--- config.mk ---
export PLATFORM = sky130hd
export DESIGN_NAME = dbm_lane_mux
export DESIGN_NICKNAME = d
export VERILOG_FILES = /design/src/rtl/dbm_lane_mux.sv
export SDC_FILE = /design/constraint.sdc
export NUM_CORES = 2
export LEC_CHECK = 0
export CELL_PAD_IN_SITES_DETAIL_PLACEMENT = 0
export CELL_PAD_IN_SITES_GLOBAL_PLACEMENT = 1
export CORE_ASPECT_RATIO = 1.75
export CORE_UTILIZATION = 35
export CTS_CLUSTER_DIAMETER = 120
export CTS_CLUSTER_SIZE = 14
export DETAILED_ROUTE_END_ITERATION = 8
export GPL_TIMING_DRIVEN = 0
export PLACE_DENSITY_LB_ADDON = 0.08
export SYNTH_ARGS = -nofsm -noshare
export SYNTH_HDL_FRONTEND = slang
export SYNTH_SLANG_ARGS = --single-unit
--- constraint.sdc ---
create_clock -name clk -period 7.8 [get_ports clk]
set_clock_uncertainty 0.2 [all_clocks]
set_input_delay 1.56 -clock clk [delete_from_list [all_inputs] [get_ports clk]]
set_output_delay 1.56 -clock clk [all_outputs]
set_load 0.05 [all_outputs]
--- src/rtl/dbm_lane_mux.sv ---
// Debug-bus lane multiplexer: each of NUM_SEGS output segments picks one of NUM_LANES lanes.
// Shadow/active select CSRs with frame-aligned commit, ROTATE sweep, FREEZE snapshot, output pipeline.
module dbm_lane_mux #(
  parameter int NUM_LANES   = 64,
  parameter int LANE_WIDTH  = 8,
  parameter int NUM_SEGS    = 8,
  parameter int SEL_W       = $clog2(NUM_LANES),
  parameter int PIPE_STAGES = 2,
  parameter int DWELL_W     = 8
) (
  input  logic                            clk,
  input  logic                            reset,
  input  logic [NUM_LANES*LANE_WIDTH-1:0] hw_lanes_i,
  input  logic                            cfg_wr_en,
  input  logic [NUM_SEGS*SEL_W-1:0]       cfg_sel_i,
  input  logic [1:0]                      cfg_mode_i,
  input  logic [5:0]                      cfg_id_i,
  input  logic [DWELL_W-1:0]              cfg_dwell_i,
  input  logic                            commit_i,
  output logic                            cfg_busy_o,
  output logic [NUM_SEGS*LANE_WIDTH-1:0]  dbm_data_o,
  output logic                            dbm_valid_o,
  output logic [5:0]                      dbm_id_o,
  output logic [SEL_W-1:0]                dbm_offset_o
);

  localparam logic [1:0] MODE_OFF    = 2'd0;
  localparam logic [1:0] MODE_STATIC = 2'd1;
  localparam logic [1:0] MODE_ROTATE = 2'd2;
  localparam logic [1:0] MODE_FREEZE = 2'd3;

  localparam int               DATA_W   = NUM_SEGS * LANE_WIDTH;
  localparam logic [SEL_W-1:0] SEG_STEP = SEL_W'(NUM_SEGS);

  typedef struct packed {
    logic [DATA_W-1:0] data;
    logic              valid;
    logic [5:0]        id;
    logic [SEL_W-1:0]  offset;
  } stage_t;

  logic [NUM_SEGS*SEL_W-1:0] sh_sel, act_sel, cur_sel;
  logic [1:0]                sh_mode, act_mode, cur_mode;
  logic [5:0]                sh_id, act_id, cur_id;
  logic [DWELL_W-1:0]        sh_dwell, act_dwell, cur_dwell;

  logic                      pending;
  logic                      commit_now;
  logic                      rot_enter;
  logic [SEL_W-1:0]          offset;
  logic [SEL_W-1:0]          app_offset;
  logic [DWELL_W-1:0]        dwell_cnt;

  logic [LANE_WIDTH-1:0]     lanes   [NUM_LANES];
  logic [SEL_W-1:0]          eff_sel [NUM_SEGS];
  stage_t                    stage_d;
  stage_t                    stage_q [PIPE_STAGES];

  for (genvar k = 0; k < NUM_LANES; k++) begin : g_lane
    assign lanes[k] = hw_lanes_i[k*LANE_WIDTH +: LANE_WIDTH];
  end

  // In ROTATE a commit lands only on a frame boundary so a frame is never torn.
  assign commit_now = pending && ((act_mode != MODE_ROTATE) || (dwell_cnt == '0));

  // The copy edge already runs under the committed set, so the new config is captured at once.
  assign cur_sel   = commit_now ? sh_sel   : act_sel;
  assign cur_mode  = commit_now ? sh_mode  : act_mode;
  assign cur_id    = commit_now ? sh_id    : act_id;
  assign cur_dwell = commit_now ? sh_dwell : act_dwell;

  assign rot_enter  = commit_now && (cur_mode == MODE_ROTATE) &&
                      ((act_mode == MODE_OFF) || (act_mode == MODE_STATIC));
  assign app_offset = (cur_mode == MODE_ROTATE) ? offset : '0;
  assign cfg_busy_o = pending;

  always_ff @(posedge clk) begin
    if (reset) begin
      sh_sel    <= '0;
      sh_mode   <= MODE_OFF;
      sh_id     <= '0;
      sh_dwell  <= '0;
      act_sel   <= '0;
      act_mode  <= MODE_OFF;
      act_id    <= '0;
      act_dwell <= '0;
      pending   <= 1'b0;
    end else begin
      if (cfg_wr_en) begin
        sh_sel   <= cfg_sel_i;
        sh_mode  <= cfg_mode_i;
        sh_id    <= cfg_id_i;
        sh_dwell <= cfg_dwell_i;
      end
      if (commit_now) begin
        act_sel   <= sh_sel;
        act_mode  <= sh_mode;
        act_id    <= sh_id;
        act_dwell <= sh_dwell;
      end
      // A repeated commit_i only keeps the flag set; whatever the shadow holds at copy time wins.
      if (commit_i)        pending <= 1'b1;
      else if (commit_now) pending <= 1'b0;
    end
  end

  always_ff @(posedge clk) begin
    if (reset) begin
      offset    <= '0;
      dwell_cnt <= '0;
    end else begin
      case (cur_mode)
        MODE_ROTATE: begin
          if (rot_enter) begin
            offset    <= '0;
            dwell_cnt <= cur_dwell;
          end else if (dwell_cnt == '0) begin
            offset    <= offset + SEG_STEP;
            dwell_cnt <= cur_dwell;
          end else begin
            dwell_cnt <= dwell_cnt - 1'b1;
          end
        end
        MODE_FREEZE: begin
          // Offset and counter hold so a later return to ROTATE resumes the sweep.
        end
        default: begin
          offset    <= '0;
          dwell_cnt <= cur_dwell;
        end
      endcase
    end
  end

  always_comb begin
    for (int s = 0; s < NUM_SEGS; s++) begin
      eff_sel[s] = cur_sel[s*SEL_W +: SEL_W] + app_offset;
    end
  end

  always_comb begin
    // NOTE: every field gets a default before the mode decode, so no latch can be inferred.
    stage_d        = '0;
    stage_d.id     = cur_id;
    stage_d.offset = app_offset;
    if ((cur_mode == MODE_STATIC) || (cur_mode == MODE_ROTATE)) begin
      stage_d.valid = 1'b1;
      for (int s = 0; s < NUM_SEGS; s++) begin
        stage_d.data[s*LANE_WIDTH +: LANE_WIDTH] = lanes[eff_sel[s]];
      end
    end
  end

  always_ff @(posedge clk) begin
    if (reset) begin
      // NOTE: the pipeline is reset as well, so a frozen snapshot cannot survive a reset.
      for (int i = 0; i < PIPE_STAGES; i++) stage_q[i] <= '0;
    end else begin
      if (cur_mode != MODE_FREEZE) stage_q[0] <= stage_d;
      for (int i = 1; i < PIPE_STAGES; i++) stage_q[i] <= stage_q[i-1];
    end
  end

  assign dbm_data_o   = stage_q[PIPE_STAGES-1].data;
  assign dbm_valid_o  = stage_q[PIPE_STAGES-1].valid;
  assign dbm_id_o     = stage_q[PIPE_STAGES-1].id;
  assign dbm_offset_o = stage_q[PIPE_STAGES-1].offset;

endmodule

# Word level (Yosys, flattened, before mapping)
# Memories as Yosys holds them, arrays and structs flattened.
# Cells that the tools add are included.
# totals
ramBits	154
output_inout_bits	78
inputBits	580
mem_count	1
elab_cells	104
reg_bits	143
# mem_list
name	depth	word_bits	rd	rd_ports_with_merged_regs	wr	line_no	rtl
stage_q	2	77	2	0	2	57	stage_t stage_q [PIPE_STAGES];
# op_classes
order_cmp	8
n_eq_ne	7
muxes	46
add_sub_neg	10
bitwise_logic	11
reduce_logical	10
# ops
operator	count
$bmux 8 s6	8
$mux 77	2
$mux 8	19
$mux 65	1
$ge 7x7->1 const B	8
$not 6->7	8
$add 6x6->6	8
$mux 48	1
$mux 6	4
$pmux 8 s2	1
$pmux 6 s2	1
$logic_not 8->1	1
$mux 1	8
$sub 8x1->8 const B	1
$add 6x4->6 const B	1
$eq 2x1->1 const B	2
$eq 2x2->1 const B	2
$ne 2x2->1 const B	2
$logic_and 1x1->1	3
$logic_or 1x1->1	3
$ne 3x3->1 const B	1
$logic_not 2->1	1
$mux 2	1
$or 1x1->1	2
3 further kinds	3

# Depth between registers and ports, before layout
# depth
word_depth	13
ltp_mapped	22
mapped_depth_nobuf	17

# Worst setup path before layout
# OpenSTA, ideal clock, no wires.
# synth_timing
kind	register to register
startpoint	reg dwell_cnt[0]
endpoint	mem stage_q[0][10] (netlist bit), enable pin
path_slack_ns	2.803
setup_time_ns	0.446
stages_incl_launch_ff	15
t_arrival_ns	4.352
path_buffers	5
required_time_ns	7.154
cell_sequence	dfxtp_1 -> inv_1 -> ha_1 -> nor4b_4 -> and2_1 -> buf_2 -> o21ai_1 -> buf_4 -> buf_2 -> buf_2 -> mux2i_1 -> inv_1 -> ha_1 -> clkbuf_1 -> nand2b_1
# synth_lines
item	line_no	rtl
start, declared	52	logic [DWELL_W-1:0] dwell_cnt;
start signal, assigned	116	dwell_cnt <= cur_dwell;
start signal, assigned	119	dwell_cnt <= cur_dwell;
start signal, assigned	121	dwell_cnt <= dwell_cnt - 1'b1;
end, declared	57	

==> results.json <==
{
  "num_rows": 173,
  "clkTransAtPathRegs_ns": 0.07,
  "ys_async_sr_fraction_pct": 0,
  "grt_pass1_vias": 41854,
  "grt_max_degree": 41,
  "drcViolationCount": 0,
  "post-route-period-util_pct": 105,
  "cp_cell_sequence": "inv_1 -> ha_1 -> nor4b_4 -> and2_1 -> buf_2 -> o21ai_1 -> buf_4 -> buf_2 -> buf_2 -> mux2_2 -> fa_1 -> buf_2 -> clkbuf_1 -> clkbuf_1 -> mux4_2 -> mux4_2 -> mux2i_1 -> a211oi_4",
  "wl_per_cell_um": 58.5,
  "whs_ns": 0.295,
  "die_y_um": 476,
  "synth_edf_count": 150,
  "place_inst": 5365,
  "drv_slew": 164,
  "grt_usage_pct": 49.6,
  "drive_above_1_share_pct": 45.4,
  "antenna_found_initial": 82,
  "path_delay_family": "buffers and inverters",
  "synthCells": 2933,
  "cp-end-kind": "register",
  "peakVddDrop_mv": 0.185,
  "hold_buffers": 0,
  "routed-via-count": 42691,
  "fin_util_pct": 43.7,
  "setup_viol": 14,
  "yosys-top-cells-area": "mux4_2 (63%), edfxtp_1 (10%), dfxtp_1 (6.2%)",
  "die_area_um2": 130000,
  "ys.warnings.count": 0,
  "yosysMostFrequentCell": "mux4_2",
  "power_mw": 8.93,
  "violations": "capacitance limit, slew limit, setup timing",
  "avgSynthCellArea_um2": 15.3,
  "maxCapViolations": 17,
  "synth_commonest_cells": "mux4_2 (1,248), mux2i_1 (203), nor2b_1 (178)",
  "fin_nets": 4363,
  "fmaxAchievable_ghz": 0.123,
  "worst_path_largest_cell_delay_ns": 1.23,
  "hp-class": "reg2reg",
  "worst_pin_slew_ns": 1.73,
  "start_util_pct": 35.3,
  "cellPowerDensity_nw_per_um2": 161,
  "cp_max_fo": 10,
  "tritoncts": "yes",
  "layout_setup_ws_ns": -0.355,
  "critPathBufInv": 8,
  "setup_tns_ns": -1.57,
  "rsz0062_at_grt": "true",
  "cts_buffer_depth": 3,
  "gp_congestion": 1.11,
  "final_cells": 5466,
  "synthesis.area_um2": 44900,
  "root_buffer": "clkbuf_16",
  "drtIter0Drc": 6712,
  "synth_top_flop_cell": "edfxtp_1",
  "grt_overflow": 0,
  "routed_wl_um": 320000,
  "dpl.hpwl_um": 246000,
  "firstDrtPassIters": 8,
  "hold_viol": 0,
  "cp-start-kind": "register",
  "htree_num_levels": 1,
  "fin_crit_ns": 8.15,
  "slowest_stage": "clkbuf_1",
  "synth_top_cell_by_area": "mux4_2",
  "p_leak_nw": 18.9,
  "numCtsBuffers": 25,
  "cp_common_cell": "buf_2",
  "ant_nets": 0,
  "synth_top_cell_area_share_pct": 62.6,
  "maxSlewHeadroom_pct": -15.3,
  "reg2reg_slack_ns": -0.35,
  "status": "complete, but fails checks",
  "worstSkewPairLatency_ns": 0.62,
  "coreArea_um2": 127000,
  "die_w_um": 273,
  "cts.sinks": 290,
  "io_pins": 658,
  "yosysSeqAreaShare_pct": 16.3,
  "synth_cell_types": 55,
  "area_growth_pct": 23.7,
  "cp.required_ns": 7.86,
  "critPathKind": "reg2reg",
  "vias_per_cell": 7.81,
  "grt_pass1_wl_um": 416000,
  "arrival_ns": 8.21,
  "portBuffers": 655,
  "ys_seq_elements": 290
}
[layout make-up]
class                           count  area [um^2]
Clock buffer                       39          678
Timing Repair Buffer              667         6720
Sequential cell                   290         7310
Clock inverter                      3         45.0
Fill cell                       11770        71500
Buffer                            430         2320
Tap cell                         1662         2080
Antenna cell                       57          143
Inverter                           19         71.3
Multi-Input combinational cell   2299        36200
[cells by family (layout without fill, tap and decap cells)]
family	count (synthesis)	after routing	share of synthesized area (%)
simple gates	378	378	4.39
other cells	2	165	0.0167
compound gates	223	223	3.57
buf+inv	450	1158	5.02
xor+xnor	43	43	0.889
mux	1494	1494	68.2
flops	290	290	16.3
fa+ha+maj	53	53	1.60
[worst paths after layout]
check,startpoint,endpoint,cells after the start
setup / recovery,dwell_cnt[0]$_SDFFE_PP0N_,stage_q[0][16]$_SDFFCE_PN0P_,18
hold / removal,sh_sel[30]$_SDFFE_PP0P_,sh_sel[30]$_SDFFE_PP0P_,2
setup reg to reg,dwell_cnt[0]$_SDFFE_PP0N_,stage_q[0][16]$_SDFFCE_PN0P_,18
hold reg to reg,sh_sel[30]$_SDFFE_PP0P_,sh_sel[30]$_SDFFE_PP0P_,2
[through the flow]
| stage | cell area, um^2 | setup WS [ns] |
|---|---|---|
| final | 55500 | -0.355 |
| after global routing | 55400 | -0.0182 |
| after CTS | 55100 | 0.00687 |
| after detailed placement | 54200 | -1.51 |
| after global placement | 53900 | -1.61 |
| after floorplan | 45300 | 2.80 |
[report_power, final]
group,switching (mW),internal (mW),leakage (nW),total [mW]
Combinational,3.56,2.46,15.7,6.02
Sequential,0.0253,1.67,2.83,1.69
Clock,0.613,0.604,0.346,1.22
Total,4.19,4.73,18.9,8.93
[tightest hold or removal path: cells and delay by family (launching register included)]
family,cells,cell delay [ns]
DFF,1,0.33
and+or+nand+nor,1,0.07
muxes,1,0.06
[timing repair]
item,CTS,global route
resized for setup,50,69
pin swaps,0,6
buffers inserted,1,0
endpoints found under the setup margin,58,35
hold endpoints to repair,0,0
[state kept, by name, indices dropped and copies added (netlist names)]
register	cells
sh_mode	2
act_sel	48
sh_dwell	8
sh_id	6
act_dwell	8
sh_sel	48
act_id	6
act_mode	2
offset	3
stage_q	150
dwell_cnt	8
cfg_busy_o	1
[per-layer routing]
layer / part of all wire [%] / vias up / track usage [%]
li1: - / 14589 / -
met1: 29 / 21704 / 48.8
met2: 43 / 4667 / 73.0
met3: 13 / 1689 / 22.6
met4: 14 / 42 / 55.3
met5: 0.11 / - / 0.789
[cells in the final DEF, fill, tap and decap left out, types with 10 or more instances in the layout]
master,instances
a211oi_1,91
a211oi_4,19
a21oi_1,42
buf_2,150
buf_4,97
clkbuf_1,124
clkbuf_16,25
clkbuf_2,47
clkbuf_4,11
clkdlybuf4s50_1,655
conb_1,108
dfxtp_1,140
diode_2,57
edfxtp_1,150
ha_1,43
inv_1,19
mux2_2,43
mux2i_1,203
mux4_2,1248
nand2_1,41
nand3_1,10
nor2_1,121
nor2b_1,178
xnor2_1,20
xnor2_2,20
No activity file was read; power rests on OpenSTA's default activity.
